==> src/rtl/bus_arbiter.sv <==
// Four-master round-robin bus arbiter with active-low handshakes.
// A master is granted from IDLE, holds the bus through address/transfer
// phases, and is forcibly released if the slave never answers within
// TIMEOUT_CYCLES transfer cycles.

module bus_arbiter #(
    parameter int TIMEOUT_CYCLES = 16
) (
    input  logic       clk,
    input  logic       reset_,
    input  logic       m0_req_,
    input  logic       m1_req_,
    input  logic       m2_req_,
    input  logic       m3_req_,
    input  logic       m_as_,
    input  logic       s_rdy_,
    output logic       m0_grnt_,
    output logic       m1_grnt_,
    output logic       m2_grnt_,
    output logic       m3_grnt_,
    output logic [1:0] owner,
    output logic       bus_busy_,
    output logic       bus_err_
);

    typedef enum logic [1:0] {
        IDLE    = 2'd0,
        GRANT   = 2'd1,
        XFER    = 2'd2,
        RELEASE = 2'd3
    } state_t;

    // Last counter value a transfer may reach before it is declared hung.
    localparam logic [7:0] CNT_LAST = 8'(TIMEOUT_CYCLES - 1);

    state_t     state_q, state_d;
    logic [1:0] owner_q, owner_d;
    logic [7:0] cnt_q,   cnt_d;
    logic [3:0] grnt_q,  grnt_d;
    logic       busy_q,  busy_d;
    logic       err_q,   err_d;

    logic [3:0] req_act;
    logic       rr_found;
    logic [1:0] rr_pick;
    logic [1:0] rr_cand;
    logic       owner_req;
    logic       timeout_hit;

    // Requests are active-low on the pins; work with active-high internally.
    assign req_act   = ~{m3_req_, m2_req_, m1_req_, m0_req_};
    assign owner_req = req_act[owner_q];

    // A hung transfer: slave still not ready on the last allowed cycle.
    assign timeout_hit = (state_q == XFER) && s_rdy_ && (cnt_q == CNT_LAST);

    // Round-robin search starting just after the current owner, ending on it.
    always_comb begin
        rr_found = 1'b0;
        rr_pick  = owner_q;
        rr_cand  = owner_q;
        for (int k = 1; k <= 4; k++) begin
            rr_cand = owner_q + 2'(k);
            if (!rr_found && req_act[rr_cand]) begin
                rr_found = 1'b1;
                rr_pick  = rr_cand;
            end
        end
    end

    // State, owner, counter and registered outputs, all cleared asynchronously.
    always_ff @(posedge clk or negedge reset_) begin
        if (!reset_) begin
            state_q <= IDLE;
            owner_q <= 2'd3;
            cnt_q   <= 8'd0;
            grnt_q  <= 4'hF;
            busy_q  <= 1'b1;
            err_q   <= 1'b1;
        end else begin
            state_q <= state_d;
            owner_q <= owner_d;
            cnt_q   <= cnt_d;
            grnt_q  <= grnt_d;
            busy_q  <= busy_d;
            err_q   <= err_d;
        end
    end

    // Next-state logic: arbitration, address phase, transfer wait and release.
    always_comb begin
        state_d = state_q;
        case (state_q)
            IDLE: begin
                if (rr_found) begin
                    state_d = GRANT;
                end
            end
            GRANT: begin
                // An address strobe wins over a dropped request so a started
                // transfer is never pre-empted.
                if (!m_as_) begin
                    state_d = XFER;
                end else if (!owner_req) begin
                    state_d = RELEASE;
                end
            end
            XFER: begin
                if (!s_rdy_) begin
                    state_d = GRANT;
                end else if (timeout_hit) begin
                    state_d = RELEASE;
                end
            end
            RELEASE: begin
                state_d = IDLE;
            end
            default: begin
                state_d = IDLE;
            end
        endcase
    end

    // Owner only changes when a new master is picked out of IDLE; the
    // counter only runs while a transfer keeps waiting.
    always_comb begin
        owner_d = owner_q;
        cnt_d   = 8'd0;
        if (state_q == IDLE && rr_found) begin
            owner_d = rr_pick;
        end
        if (state_q == XFER && state_d == XFER) begin
            cnt_d = cnt_q + 8'd1;
        end
    end

    // Output decode from the upcoming state so outputs come straight off flops.
    always_comb begin
        grnt_d = 4'hF;
        if (state_d == GRANT || state_d == XFER) begin
            grnt_d[owner_d] = 1'b0;
        end
        busy_d = (state_d != XFER);
        err_d  = !timeout_hit;
    end

    assign m0_grnt_  = grnt_q[0];
    assign m1_grnt_  = grnt_q[1];
    assign m2_grnt_  = grnt_q[2];
    assign m3_grnt_  = grnt_q[3];
    assign owner     = owner_q;
    assign bus_busy_ = busy_q;
    assign bus_err_  = err_q;

endmodule

==> config.mk <==
export PLATFORM = sky130hd
export DESIGN_NAME = bus_arbiter
export DESIGN_NICKNAME = d
export VERILOG_FILES = /design/src/rtl/bus_arbiter.sv
export SDC_FILE = /design/constraint.sdc
export NUM_CORES = 1
export LEC_CHECK = 0
export BUFFER_PORTS_ARGS = -buffer_cell sky130_fd_sc_hd__clkbuf_2
export CAP_MARGIN = 0
export CORE_MARGIN = 5
export CORE_UTILIZATION = 50
export CTS_CLUSTER_DIAMETER = 40
export CTS_CLUSTER_SIZE = 16
export DETAILED_ROUTE_END_ITERATION = 10
export GPL_ROUTABILITY_DRIVEN = 1
export PLACE_DENSITY_LB_ADDON = 0.3
export SLEW_MARGIN = 20
export SYNTH_ARGS = -nofsm -noshare
export SYNTH_HDL_FRONTEND = slang
export SYNTH_SLANG_ARGS = --single-unit
==> constraint.sdc <==
create_clock -name clk -period 2.9 [get_ports clk]
set_input_delay 0.58 -clock clk [delete_from_list [all_inputs] [get_ports clk]]
set_output_delay 0.58 -clock clk [all_outputs]
set_load 0.05 [all_outputs]
### After elaboration in Yosys (flattened, before gate mapping)

Index checks and enable logic that the tools add are counted.

| cells by class | value |
|---|---|
| add/subtract/negate cells | 4 |
| $mul | 0 |
| divide/modulo/power cells | 0 |
| order comparisons | 6 |
| equal/unequal tests | 7 |
| shift-type cells | 0 |
| mux-type cells | 27 |
| bitwise logic cells | 2 |
| reductions and logical operators | 14 |

Operators by type and width:

| kind | number |
|---|---|
| 2-bit two-way mux | 10 |
| 2-bit by 3-bit less-than comparator with 1-bit output (second input constant) | 5 |
| 1-bit two-way mux | 9 |
| 8-bit by 1-bit adder with 8-bit output (second input constant) | 1 |
| 1-bit binary-select mux with 2-bit select | 4 |
| 8-bit by 4-bit equality test with 1-bit output (second input constant) | 1 |
| 1-bit logical AND | 8 |
| 8-bit two-way mux | 1 |
| 4-bit inverter | 2 |
| 2-bit one-hot mux with 4 select lines | 1 |
| 2-bit equality test (second input constant) | 3 |
| 2-bit adder (second input constant) | 2 |
| 2-bit by 1-bit equality test with 1-bit output (second input constant) | 2 |
| 1-bit zero test | 4 |
| 4-bit two-way mux | 1 |
| 2-bit by 1-bit adder with 2-bit output (second input constant) | 1 |
| 1-bit demux with 2-bit select | 1 |
| 2-bit by 1-bit >= comparator with 1-bit output (second input constant) | 1 |
| 2-bit zero test | 1 |
| 2-bit != test (second input constant) | 1 |
| 1-bit logical OR | 1 |

| word-level totals | value |
|---|---|
| register bits after elaboration | 18 |
| latch bits | 0 |
| bits in writable memories | 0 |
| bits in read-only memories | 0 |
| input port bits | 8 |
| output and inout port bits | 8 |
| logic and storage cells | 66 |
| memories kept | 0 |

### Logic depth before layout (Yosys ltp)

Gate-level depths: netlist of run 1.

| logic depth | value |
|---|---|
| depth in word-level cells | 21 |
| mapped depth | 9 |
| depth with buffers taken out | 9 |

### Least setup slack after synthesis of run 1

Ideal clock, no wire load.

| timing path | value |
|---|---|
| kind | reg-to-reg |
| from | register owner_q[0] (netlist: owner[0]) |
| to | register grnt_q[2] |
| library setup time | 94 ps |
| arrival | 2458 ps |
| data required time | 2806 ps |
| path slack | 348 ps |
| stages on the path, launching flop included | 8 |
| buffers on the path | 1 |
| period minus slack after synthesis | 2552 ps |
| cell sequence | dfstp_2 -> buf_6 -> mux4_2 -> nor2_1 -> nor2_1 -> a21o_1 -> ha_1 -> or4_1 |

| between the ends | value |
|---|---|
| elaborated cells between the ends (all ways) | 41 |
| classes of those cells | 3 x add/sub; 2 x order compare; 2 x eq/ne; 24 x mux; 1 x bitwise; 9 x reduce/logical |

RTL lines:

| what | line | RTL |
|---|---|---|
| from (decl) | 37 | `logic [1:0] owner_q, owner_d;` |
| from (signal assigned) | 82 | `owner_q <= owner_d;` |
| 2-bit by 1-bit adder with 2-bit output | 63 | `rr_cand = owner_q + 2'(k);` |
| 1-bit binary-select mux with 2-bit select | 64 | `if (!rr_found && req_act[rr_cand]) begin` |
| 1-bit two-way mux (not written as such) | 64 |  |
| 1-bit two-way mux | 64 |  |
| 1-bit zero test | 64 |  |
| 1-bit logical AND | 64 |  |
| 1-bit two-way mux | 64 |  |
| 1-bit zero test | 64 |  |
| (+4 left out) | -- |  |
| 1-bit two-way mux | 64 |  |
| 2-bit two-way mux | 95 | `if (rr_found) begin` |
| 2-bit one-hot mux with 4 select lines (*) | 93 | `case (state_q)` |
| via state_d[1] | 36 | `state_t state_q, state_d;` |
| 2-bit by 1-bit equality test with 1-bit output or 2-bit equality test (tied branches) | 140 | `if (state_d == GRANT \|\| state_d == XFER) begin` |
| 1-bit logical OR (*) | 140 |  |
| 4-bit two-way mux (*) | 140 |  |
| via grnt_d[2] | 39 | `logic [3:0] grnt_q, grnt_d;` |
| to (signal assigned) | 84 | `grnt_q <= grnt_d;` |
| to (decl) | 39 |  |

The timed path passes the listed nets; every way through them passes the cells marked *. The select of a mux whose other input is x is not followed.

### Worst setup path in the final report of run 1

Same ends and word-level chain as after synthesis.

==> flow_summary.yaml, run 1 <==
drt:
  drtPass1Iterations: 4
  wl_um: 1689
  via_per_inst: 5.382
  num_vias: 732
  first_iter_violations: 21
  post_drt_wl_per_cell_um: 12.42
  ant_nets: 0
  drcViolationCount: 0
logic_synthesis:
  netlist.area_leader.share_pct: 26.99
  syn-mean-instance-area_um2: 9.969
  yosys.area.top_type: "dfrtp_1"
  ys_ff_latch: 18
  yosysSeqAreaShare_pct: 49.66
  ys_warn_count: 0
  synth.distinct_cells: 34
  synthTopCellsByArea: "dfrtp_1, dfstp_2, nor2_1, nand2_1, xnor2_1"
  synthesis.area_um2: 927.1
  synthCells: 93
  synth_fp_nets: 103
setup_path:
  arrival_ns: 2.66
  cp.required_ns: 3.11
  r2r_slack_ns: 0.44
  r2r_start: "owner[0]$_DFF_PN1_"
  crit_fanout: 11
  crit_path_start_kind: "flip-flop"
  r2r_cells: 6
  r2r_end: "grnt_q[2]$_DFF_PN1_"
  end_kind: "flip-flop"
  crit_type: "flip-flop to flip-flop"
job:
  drv_cap: 0
clock_tree:
  worstSkewPairLatency_ns: 0.29
  post_cts_resized: 0
  cts_hold_buf: 0
  path_clk_slew_ns: 0.11
  cts_sinks: 18
  root_buffer: "clkbuf_4"
  cts_tree: "done"
  postCtsSetupRepairBufs: 0
  numCtsBuffers: 3
  htree_levels: 1
  clock_path_buffers: 2
timing:
  tns_ns: 0
  hold_slack_ns: 0.2044
  fin_skew_ns: 0.006085
  hold_viol: 0
  fmax_mhz: 407.2
  tightest_slew_ns: 0.4212
  slew_headroom_pct: 71.92
  min_period_ns: 2.456
  finalWorstSetupSlack_ns: 0.4441
  drv_slew: 0
  setup_violations: 0
  rsz0062_at_grt: "no"
  post-route-period-util_pct: 84.69
cells_and_area:
  drive_gt1_share_pct: 27.93
  fin_nets: 122
  num_antenna_cells: 0
  final_util_pct: 60.65
  fin_area_mm2: 0.001059
  areaGrowthSynthToFinish_pct: 14.17
floorplanning:
  ios: 16
  core_region_area_mm2: 0.001745
  fp.dieH_um: 53.06
  die_w_um: 53.06
  die-area_mm2: 0.002815
  initial_core_util_pct: 53.12
  rows: 15
placement:
  gp_congestion: 0.7667
  dp_hpwl_um: 1281
  dp_slack_ns: 0.4410
  io_buffers: 15
  place_area_mm2: 0.001022
global_route:
  grt_pass1_vias: 677
  track_usage_pct: 13.41
  grt_start_max_net_pins: 19
  grt_pass1_wl_um: 2732
  antenna_found_initial: 0
  overflow: 0
pwr:
  total_leakage_power_nw: 0.4607
  irDropWorstVdd_uv: 668.7
  power.density_mw_per_mm2: 968.3
status:
  status: "finished, final reports clean"
worst_hold_path:
  min_path_type: "primary input to async pin"
==> worst max path at each step <==
| stage | cells after the start | startpoint | endpoint |
|---|---|---|---|
| 6_report | 6 | owner[0]$_DFF_PN1_ | grnt_q[2]$_DFF_PN1_ |
| 2_1_floorplan | 7 | owner[0]$_DFF_PN1_ | grnt_q[2]$_DFF_PN1_ |
| 3_3_place_gp | 7 | m3_req_ | grnt_q[2]$_DFF_PN1_ |
| 5_1_grt | 6 | owner[0]$_DFF_PN1_ | grnt_q[2]$_DFF_PN1_ |
| 4_1_cts | 6 | owner[0]$_DFF_PN1_ | grnt_q[2]$_DFF_PN1_ |
| 3_5_place_dp | 7 | m3_req_ | grnt_q[2]$_DFF_PN1_ |
==> report_power, final <==
part / internal, mW / leakage (nW) / switching (mW)
Clock: 0.0764 / 0.0210 / 0.0754
Sequential: 0.336 / 0.220 / 0.0675
Combinational: 0.156 / 0.220 / 0.314
==> sequential cells by signal, indices dropped and copies added, names as in the netlist <==
name and cells:
cnt_q 8, grnt_q 4, owner 2, state_q 2
bus_busy_ 1, bus_err_ 1
==> logic make-up (layout without fill, tap and decap cells) <==
logic type	count (synthesis)	in the layout	synth area share, %
adder cells (fa/ha/maj)	2	2	2.699
AO/OA/AOI/OAI	20	20	14.98
buffers and inverters	6	24	3.239
flip-flops	18	18	49.66
AND/OR/NAND/NOR	40	40	21.19
multiplexers	2	2	3.509
XOR/XNOR	5	5	4.724
==> layout by cell type (no fill, tap or decap), drive strengths merged, types with 2 or more instances in the layout <==
cell and instances:
inv 5, dfrtp 10, o22ai 2, nand2 10, or4 2, o2bb2ai 2, xnor2 3, nand3 4
a31oi 2, ha 2, o21ai 6, dfstp 8, nor2 16, nand3b 2, xor2 2, clkbuf 19
==> worst max-delay path, stage by stage (launching register included) <==
cell and delay, ns:
dfstp_2 0.66, mux4_2 0.54, nor2_1 0.11, nor2_1 0.05, a21o_1 0.19, ha_1 0.31
or4_1 0.52
==> area by class of cell <==
class | count | area [um2]
Tap cell | 25 | 31.28
Multi-Input combinational cell | 69 | 436.7
Sequential cell | 18 | 460.4
Clock buffer | 4 | 36.28
Fill cell | 155 | 686.9
Timing Repair Buffer | 15 | 75.07
Inverter | 5 | 18.77
==> per-layer routing <==
metal | routed length (um) | track usage, % | up-vias | part of all wire, %
met2 | 780 | 20.66 | 15 | 46
li1 | - | - | 374 | -
met4 | 0 | 5.106 | 0 | 0
met1 | 843 | 17.97 | 343 | 50
met3 | 66 | 3.380 | 0 | 3.9
met5 | 0 | 0 | - | 0
==> per-stage QoR <==
stage               cells  power (mW)
global route          136       1.091
CTS                   136       1.029
global placement      132      0.8646
finish                136       1.025
floorplan              93      0.7855
detailed placement    132      0.8728
==> synth_stat cells <==
cell type	number
nor2_2	1
o2bb2ai_1	2
o21a_1	1
o21ai_0	5
a211o_1	1
a21oi_1	1
and4_1	1
dfstp_2	8
dfrtp_1	10
o22ai_1	2
mux2i_1	1
a31oi_1	2
xor2_1	2
o221ai_1	1
a31o_2	1
nor3b_2	1
or4_1	2
o41a_1	1
buf_6	1
nand3_1	4
nand2_1	10
nor2_1	15
or3_1	1
nand2b_1	1
ha_1	2
a21o_1	1
o21ai_1	1
mux4_2	1
nand3b_1	2
and3_1	1
a311oi_1	1
xnor2_1	3
nand4_1	1
inv_1	5
(Power assumes the default switching activity.)
==> run 2, diff against run 1 <==
--- a/config.mk
+++ b/config.mk
@@ -5,6 +5,7 @@
 export SDC_FILE = /design/constraint.sdc
 export NUM_CORES = 1
 export LEC_CHECK = 0
+export ABC_AREA = 1
 export BUFFER_PORTS_ARGS = -buffer_cell sky130_fd_sc_hd__clkbuf_2
 export CAP_MARGIN = 0
 export CORE_MARGIN = 5
==> constraint.sdc (replaced) <==
create_clock -name clk -period 2.2 [get_ports clk]
set_input_delay 0.44 -clock clk [delete_from_list [all_inputs] [get_ports clk]]
set_output_delay 0.44 -clock clk [all_outputs]
set_load 0.05 [all_outputs]
==> run 2 against run 1 <==
Effect of this change: utilization rose by 2.7 points; clock-buffer cell count did not move; power rose by 81%; register-to-register slack got worse by 0.27 ns; fmax rose by 21%; sequential share of layout area fell by 7.2 points; routed wire length rose by 29%; worst setup slack got worse by 0.27 ns; synthesized area rose by 16%; critical path depth rose by 7; largest power group unchanged.
==> flow_summary.yaml, run 2 <==
cells_and_area:
  largestRegisters: "cnt_q x8, grnt_q x4"
  areaGrowthSynthToFinish_pct: 17.65
  final_util_pct: 63.31
  fin_nets: 169
  layout_common_cells: "nand2_1, inv_1, nand2_2, clkbuf_2, nand3_1"
  layout_commonest_cell: "nand2_1"
  largest_register_ff_count: 8
  fill_cells: 181
  num_antenna_cells: 0
  drive_gt1_share_pct: 37.97
  regMostFlops: "cnt_q"
logic_synthesis:
  yosysSeqAreaShare_pct: 42.74
  synth_commonest_cells: "nand2_1, inv_1, nand2_2"
  synthesis.area_mm2: 0.001077
  synthCells: 138
  yosys.area.top_type: "dfrtp_1"
  ys_async_sr_fraction_pct: 100.0
  synthTopCellsByArea: "dfrtp_1, dfstp_2, nand2_1, nand2_2, inv_1"
  ys.flop_type: "dfrtp_1"
  synth.most_common_cell: "nand2_1"
  ys_ff_latch: 18
  synth_edf_count: 0
  ys_warn_count: 0
  synth.distinct_cells: 20
  syn-mean-instance-area_um2: 7.806
  netlist.area_leader.share_pct: 23.23
  synth_fp_nets: 148
setup_path:
  crit_fanout: 8
  cpPeakStageDelay_ns: 0.69
  end_kind: "flip-flop"
  r2r_end: "cnt_q[6]$_DFF_PN0_"
  cpMostUsedCell: "nand2_4"
  cp.required_ns: 2.42
  r2r_slack_ns: 0.17
  crit_path_start_kind: "flip-flop"
  r2r_start: "owner[0]$_DFF_PN1_"
  arrival_ns: 2.25
  crit_type: "flip-flop to flip-flop"
  slowest_stage: "dfstp_2"
  r2r_cells: 13
  crit_chain: "nand2_1, nand2_4, nand2_2, nand2_4, nand2_2, inv_2, nand3_1, nand2_1, nand3_1, inv_1, ha_4, nand2_4, nor3_1"
floorplanning:
  initial_core_util_pct: 53.81
  die_w_um: 56.42
  die-area_mm2: 0.003183
  fp.dieH_um: 56.42
  core_region_area_mm2: 0.002002
  rows: 16
  ios: 16
drt:
  drtPass1Iterations: 4
  wl_met3_um: 103
  first_iter_violations: 11
  via_per_inst: 4.995
  wl_um: 2181
  wl_met1_um: 1001
  drcViolationCount: 0
  num_vias: 924
  dr_wl_met2_um: 1054
  ant_nets: 0
  post_drt_wl_per_cell_um: 11.79
  top_layer_used: "met4"
pwr:
  clock_power_share_pct: 11.2
  seqPwrFrac_pct: 27.2
  intPower_mw: 0.9128
  irDropWorstVdd_uv: 1085
  p_comb_share_pct: 61.6
  power.density_mw_per_mm2: 1460
  total_leakage_power_nw: 0.6466
  power.total_mw: 1.850
  swShare_pct: 50.67
  p_sw_mw: 0.9375
clock_tree:
  htree_levels: 1
  cts_tree: "done"
  worstSkewPairLatency_ns: 0.30
  numCtsBuffers: 3
  root_buffer: "clkbuf_4"
  cts_sinks: 18
  path_clk_slew_ns: 0.11
  clock_path_buffers: 2
timing:
  slew_headroom_pct: 71.44
  setup_violations: 0
  tightest_slew_ns: 0.4283
  min_period_ns: 2.028
  post-route-period-util_pct: 92.19
  fmax_mhz: 493.0
  fin_skew_ns: 0.005444
  finalWorstSetupSlack_ns: 0.1717
  drv_slew: 0
  hold_viol: 0
global_route:
  grt_pass1_wl_um: 3857
  grt_pass1_vias: 951
  overflow: 0
  grt_start_max_net_pins: 19
  track_usage_pct: 15.01
  antenna_found_initial: 0
placement:
  dp_slack_ns: 0.03979
  dp_hpwl_um: 1678
  io_buffers: 15
  gp_congestion: 0.8606
status:
  status: "finished, final reports clean"
worst_hold_path:
  min_path_type: "primary input to async pin"
job:
  drv_cap: 0
[run 2: kinds of logic (layout without fill, tap and decap cells)]
| kind of cell | Yosys count | count (layout) | synth area share [%] |
|---|---|---|---|
| buffers and inverters | 24 | 44 | 9.756 |
| AND/OR/NAND/NOR | 83 | 83 | 38.79 |
| flip-flops | 18 | 18 | 42.74 |
| adder cells (fa/ha/maj) | 2 | 2 | 2.323 |
| AO/OA/AOI/OAI | 11 | 11 | 6.387 |
[run 2: how the worst max path moves through the flow]
stage / from / to / slack (ns) / cells after the start
5_1_grt: owner[0]$_DFF_PN1_ / cnt_q[6]$_DFF_PN0_ / -0.01 / 13
3_3_place_gp: owner[0]$_DFF_PN1_ / cnt_q[6]$_DFF_PN0_ / 0.13 / 13
3_5_place_dp: owner[0]$_DFF_PN1_ / cnt_q[4]$_DFF_PN0_ / 0.04 / 13
6_report: owner[0]$_DFF_PN1_ / cnt_q[6]$_DFF_PN0_ / 0.17 / 13
4_1_cts: owner[0]$_DFF_PN1_ / cnt_q[4]$_DFF_PN0_ / 0.009 / 13
2_1_floorplan: owner[0]$_DFF_PN1_ / cnt_q[4]$_DFF_PN0_ / 0.09 / 14
[run 2: timing repair]
item,in CTS,in global routing
gates resized for setup,0,9
setup buffers,0,2
endpoints found under the setup margin,0,11
hold buffers,0,0
[run 2: routing by layer]
metal	global-route usage, %	vias up
met5	0	-
met4	6.780	0
met3	3.440	4
met2	23.71	21
met1	19.46	426
li1	-	473
[run 2: power groups by stage]
stage                     Combinational (mW)  Clock, mW  Sequential (mW)
after global placement                  1.02          0            0.503
after detailed placement                1.04          0            0.508
after floorplan                        0.748          0            0.622
after CTS                               1.04      0.213            0.503
after global routing                    1.27      0.220            0.512
final                                   1.14      0.208            0.503
[run 2: cell type report]
cell class | count | area (um2) | share of cell area (%)
Clock buffer | 4 | 36.28 | 2.863
Inverter | 23 | 93.84 | 7.404
Multi-Input combinational cell | 96 | 553.0 | 43.63
Sequential cell | 18 | 460.4 | 36.33
Tap cell | 27 | 33.78 | 2.665
Timing Repair Buffer | 17 | 90.09 | 7.108
[run 2: critical path, delay by kind of cell, from the launching register on]
| family | cells | cell delay [ns] |
|---|---|---|
| adders and majority gates | 1 | 0.16 |
| buffers and inverters | 2 | 0.16 |
| DFF | 1 | 0.69 |
| and+or+nand+nor | 10 | 0.96 |
[run 2: metrics by stage]
step                      setup TNS [ns]  area (um2)  instances  hold slack, ns
after floorplan                        0        1077        138          0.1444
after CTS                              0        1211        183         0.06461
final                                  0        1267        185         0.05255
after global placement                 0        1175        179          0.3885
after global routing            -0.03174        1267        185         0.09238
after detailed placement               0        1175        179          0.3993
==> run 3, diff against run 2 <==
--- a/config.mk
+++ b/config.mk
@@ -10,11 +10,11 @@
 export CAP_MARGIN = 0
 export CORE_MARGIN = 5
 export CORE_UTILIZATION = 50
-export CTS_CLUSTER_DIAMETER = 40
 export CTS_CLUSTER_SIZE = 16
 export DETAILED_ROUTE_END_ITERATION = 10
 export GPL_ROUTABILITY_DRIVEN = 1
 export PLACE_DENSITY_LB_ADDON = 0.3
+export REMOVE_ABC_BUFFERS = 1
 export SLEW_MARGIN = 20
 export SYNTH_ARGS = -nofsm -noshare
 export SYNTH_HDL_FRONTEND = slang
==> run 3 against run 2 <==
Effect of this change: fmax increased by 0.76%; sequential power decreased by 5.6%; die area unchanged; largest cell class unchanged; cell count increased by 0.54%; critical endpoint is now cnt_q[7]$_DFF_PN0_; largest power group unchanged; critical path depth increased by 1; first-iteration DRC count increased to 3.1 times the previous value.
==> flow_summary.yaml, run 3 (synthesis gave the netlist of run 2 again) <==
drt:
  drcViolationCount: 0
  wl_um: 2220
  num_vias: 931
  via_per_inst: 5.005
  ant_nets: 0
  drtPass1Iterations: 4
  first_iter_violations: 34
  post_drt_wl_per_cell_um: 11.94
floorplanning:
  core_region_area_mm2: 0.002002
  rows: 16
  die-area_mm2: 0.003183
  fp.dieH_um: 56.42
  initial_core_util_pct: 53.81
  die_w_um: 56.42
  ios: 16
setup_path:
  crit_fanout: 7
  crit_type: "flip-flop to flip-flop"
  critPathTopFamily: "simple AND/OR/NAND/NOR gates"
  crit_chain: "buf_4, inv_8, nand2_1, nand3_1, nand2_2, nand2_2, inv_2, nand3_1, nand2_1, nand3_1, inv_1, ha_2, nand2_4, nor3_1"
  worst-path-buf-inv: 4
  crit_path_start_kind: "flip-flop"
  cp_num_cells: 14
  slowest_stage: "dfstp_2"
  r2r_cells: 14
  cpMostUsedCell: "nand3_1"
  cp.required_ns: 2.41
  end_kind: "flip-flop"
  arrival_ns: 2.22
  cpPeakStageDelay_ns: 0.56
global_route:
  use_met2_pct: 23.71
  top_usage_layer: "met2"
  grt_pass1_wl_um: 3732
  track_usage_pct: 14.71
  antenna_found_initial: 0
  grt_start_max_net_pins: 19
  grtUsageMet1_pct: 18.97
  gr-usage-met3_pct: 4.587
  grt_pass1_vias: 886
  overflow: 0
cells_and_area:
  largestRegisters: "cnt_q x8, grnt_q x4"
  regMostFlops: "cnt_q"
  fin_nets: 170
  largest_register_ff_count: 8
  num_antenna_cells: 0
  layout_commonest_cell: "nand2_1"
  drive_gt1_share_pct: 37.11
  areaGrowthSynthToFinish_pct: 17.77
  instances_no_fill: 186
  fill_cells: 171
  fin_area_mm2: 0.001269
  layout_common_cells: "nand2_1, inv_1, clkbuf_2"
clock_tree:
  numCtsBuffers: 3
  cts_hold_buf: 0
  root_buffer: "clkbuf_4"
  cts_tree: "done"
  clock_path_buffers: 2
  cts_sinks: 18
  path_clk_slew_ns: 0.11
  worstSkewPairLatency_ns: 0.29
  htree_levels: 1
placement:
  dp.cells: 179
  place_area_mm2: 0.001175
  io_buffers: 15
  dp_slack_ns: 0.06153
  gp_congestion: 0.8549
  dp_hpwl_um: 1734
pwr:
  clock_power_share_pct: 11.2
  intPower_mw: 0.8947
  total_leakage_power_nw: 0.6611
  irDropWorstVdd_uv: 1174
  p_comb_share_pct: 62.8
  power.total_mw: 1.826
  power.density_mw_per_mm2: 1439
  p_sw_mw: 0.9313
  seqPwrFrac_pct: 26.0
  swShare_pct: 51.00
timing:
  hold_slack_ns: 0.06062
  finalWorstSetupSlack_ns: 0.1871
  drv_slew: 0
  tightest_slew_ns: 0.4315
  fmax_mhz: 496.8
  fin_skew_ns: 0.006272
  slew_headroom_pct: 71.23
  hold_viol: 0
  setup_violations: 0
  min_period_ns: 2.013
  post-route-period-util_pct: 91.50
job:
  drv_cap: 0
worst_hold_path:
  min_path_type: "primary input to async pin"
status:
  status: "finished, final reports clean"
run 3: cell types whose count changed in the layout (fill, tap and decap cells not counted):
cell | before | now
nor3_1 | 3 | 2
ha_2 | 0 | 1
nand2_2 | 15 | 14
o21ai_1 | 0 | 1
dlymetal6s2s_1 | 0 | 1
a21oi_1 | 4 | 5
ha_4 | 1 | 0
a21oi_2 | 1 | 0
nand2_1 | 29 | 30
nor3_2 | 1 | 2
o21ai_0 | 5 | 4
run 3: final timing paths:
| check | start | end | slack (ns) |
|---|---|---|---|
| worst min register to register | cnt_q[0]$_DFF_PN0_ | cnt_q[0]$_DFF_PN0_ | 0.51 |
| worst max-delay path | owner[0]$_DFF_PN1_ | cnt_q[7]$_DFF_PN0_ | 0.19 |
| max in group asynchronous | reset_ | bus_err_$_DFF_PN1_ | 1.80 |
| worst max register to register | owner[0]$_DFF_PN1_ | cnt_q[7]$_DFF_PN0_ | 0.19 |
| worst min-delay path | reset_ | state_q[1]$_DFF_PN0_ | 0.06 |
| min in group clk | s_rdy_ | bus_err_$_DFF_PN1_ | 0.31 |
run 3: repair_timing:
action | CTS | global route
setup buffers | 0 | 3
endpoints found under the setup margin | 0 | 11
resized for setup | 0 | 8
run 3: final cells by class:
class	count	area (um2)	area share (%)
clock buffers	4	36.28	2.860
inverters	23	93.84	7.396
multi-input cells	96	541.8	42.70
flip-flops and latches	18	460.4	36.29
well taps	27	33.78	2.663
repair buffers	18	102.6	8.087
run 3: through the flow:
step,utilization [%],setup TNS (ns)
final,63.38,0
after global routing,63.38,-0.01338
after CTS,60.50,0
after detailed placement,58.69,0
after global placement,58.69,0
after floorplan,-,0
run 3: layer usage:
layer  vias up  part of all wire, %  wire length (um)
met5         -                    0                 0
met4         0                 0.59                13
met3         2                  6.1               136
met2        25                   48              1063
met1       429                   45              1007
li1        475                    -                 -
run 3: power groups by stage:
stage                     registers (mW)  logic, mW  clock network [mW]
after floorplan                    0.644      0.705                   0
after global placement             0.502       1.02                   0
after detailed placement           0.506       1.05                   0
after CTS                          0.502       1.05               0.211
after global routing               0.482       1.27               0.224
final                              0.475       1.15               0.204
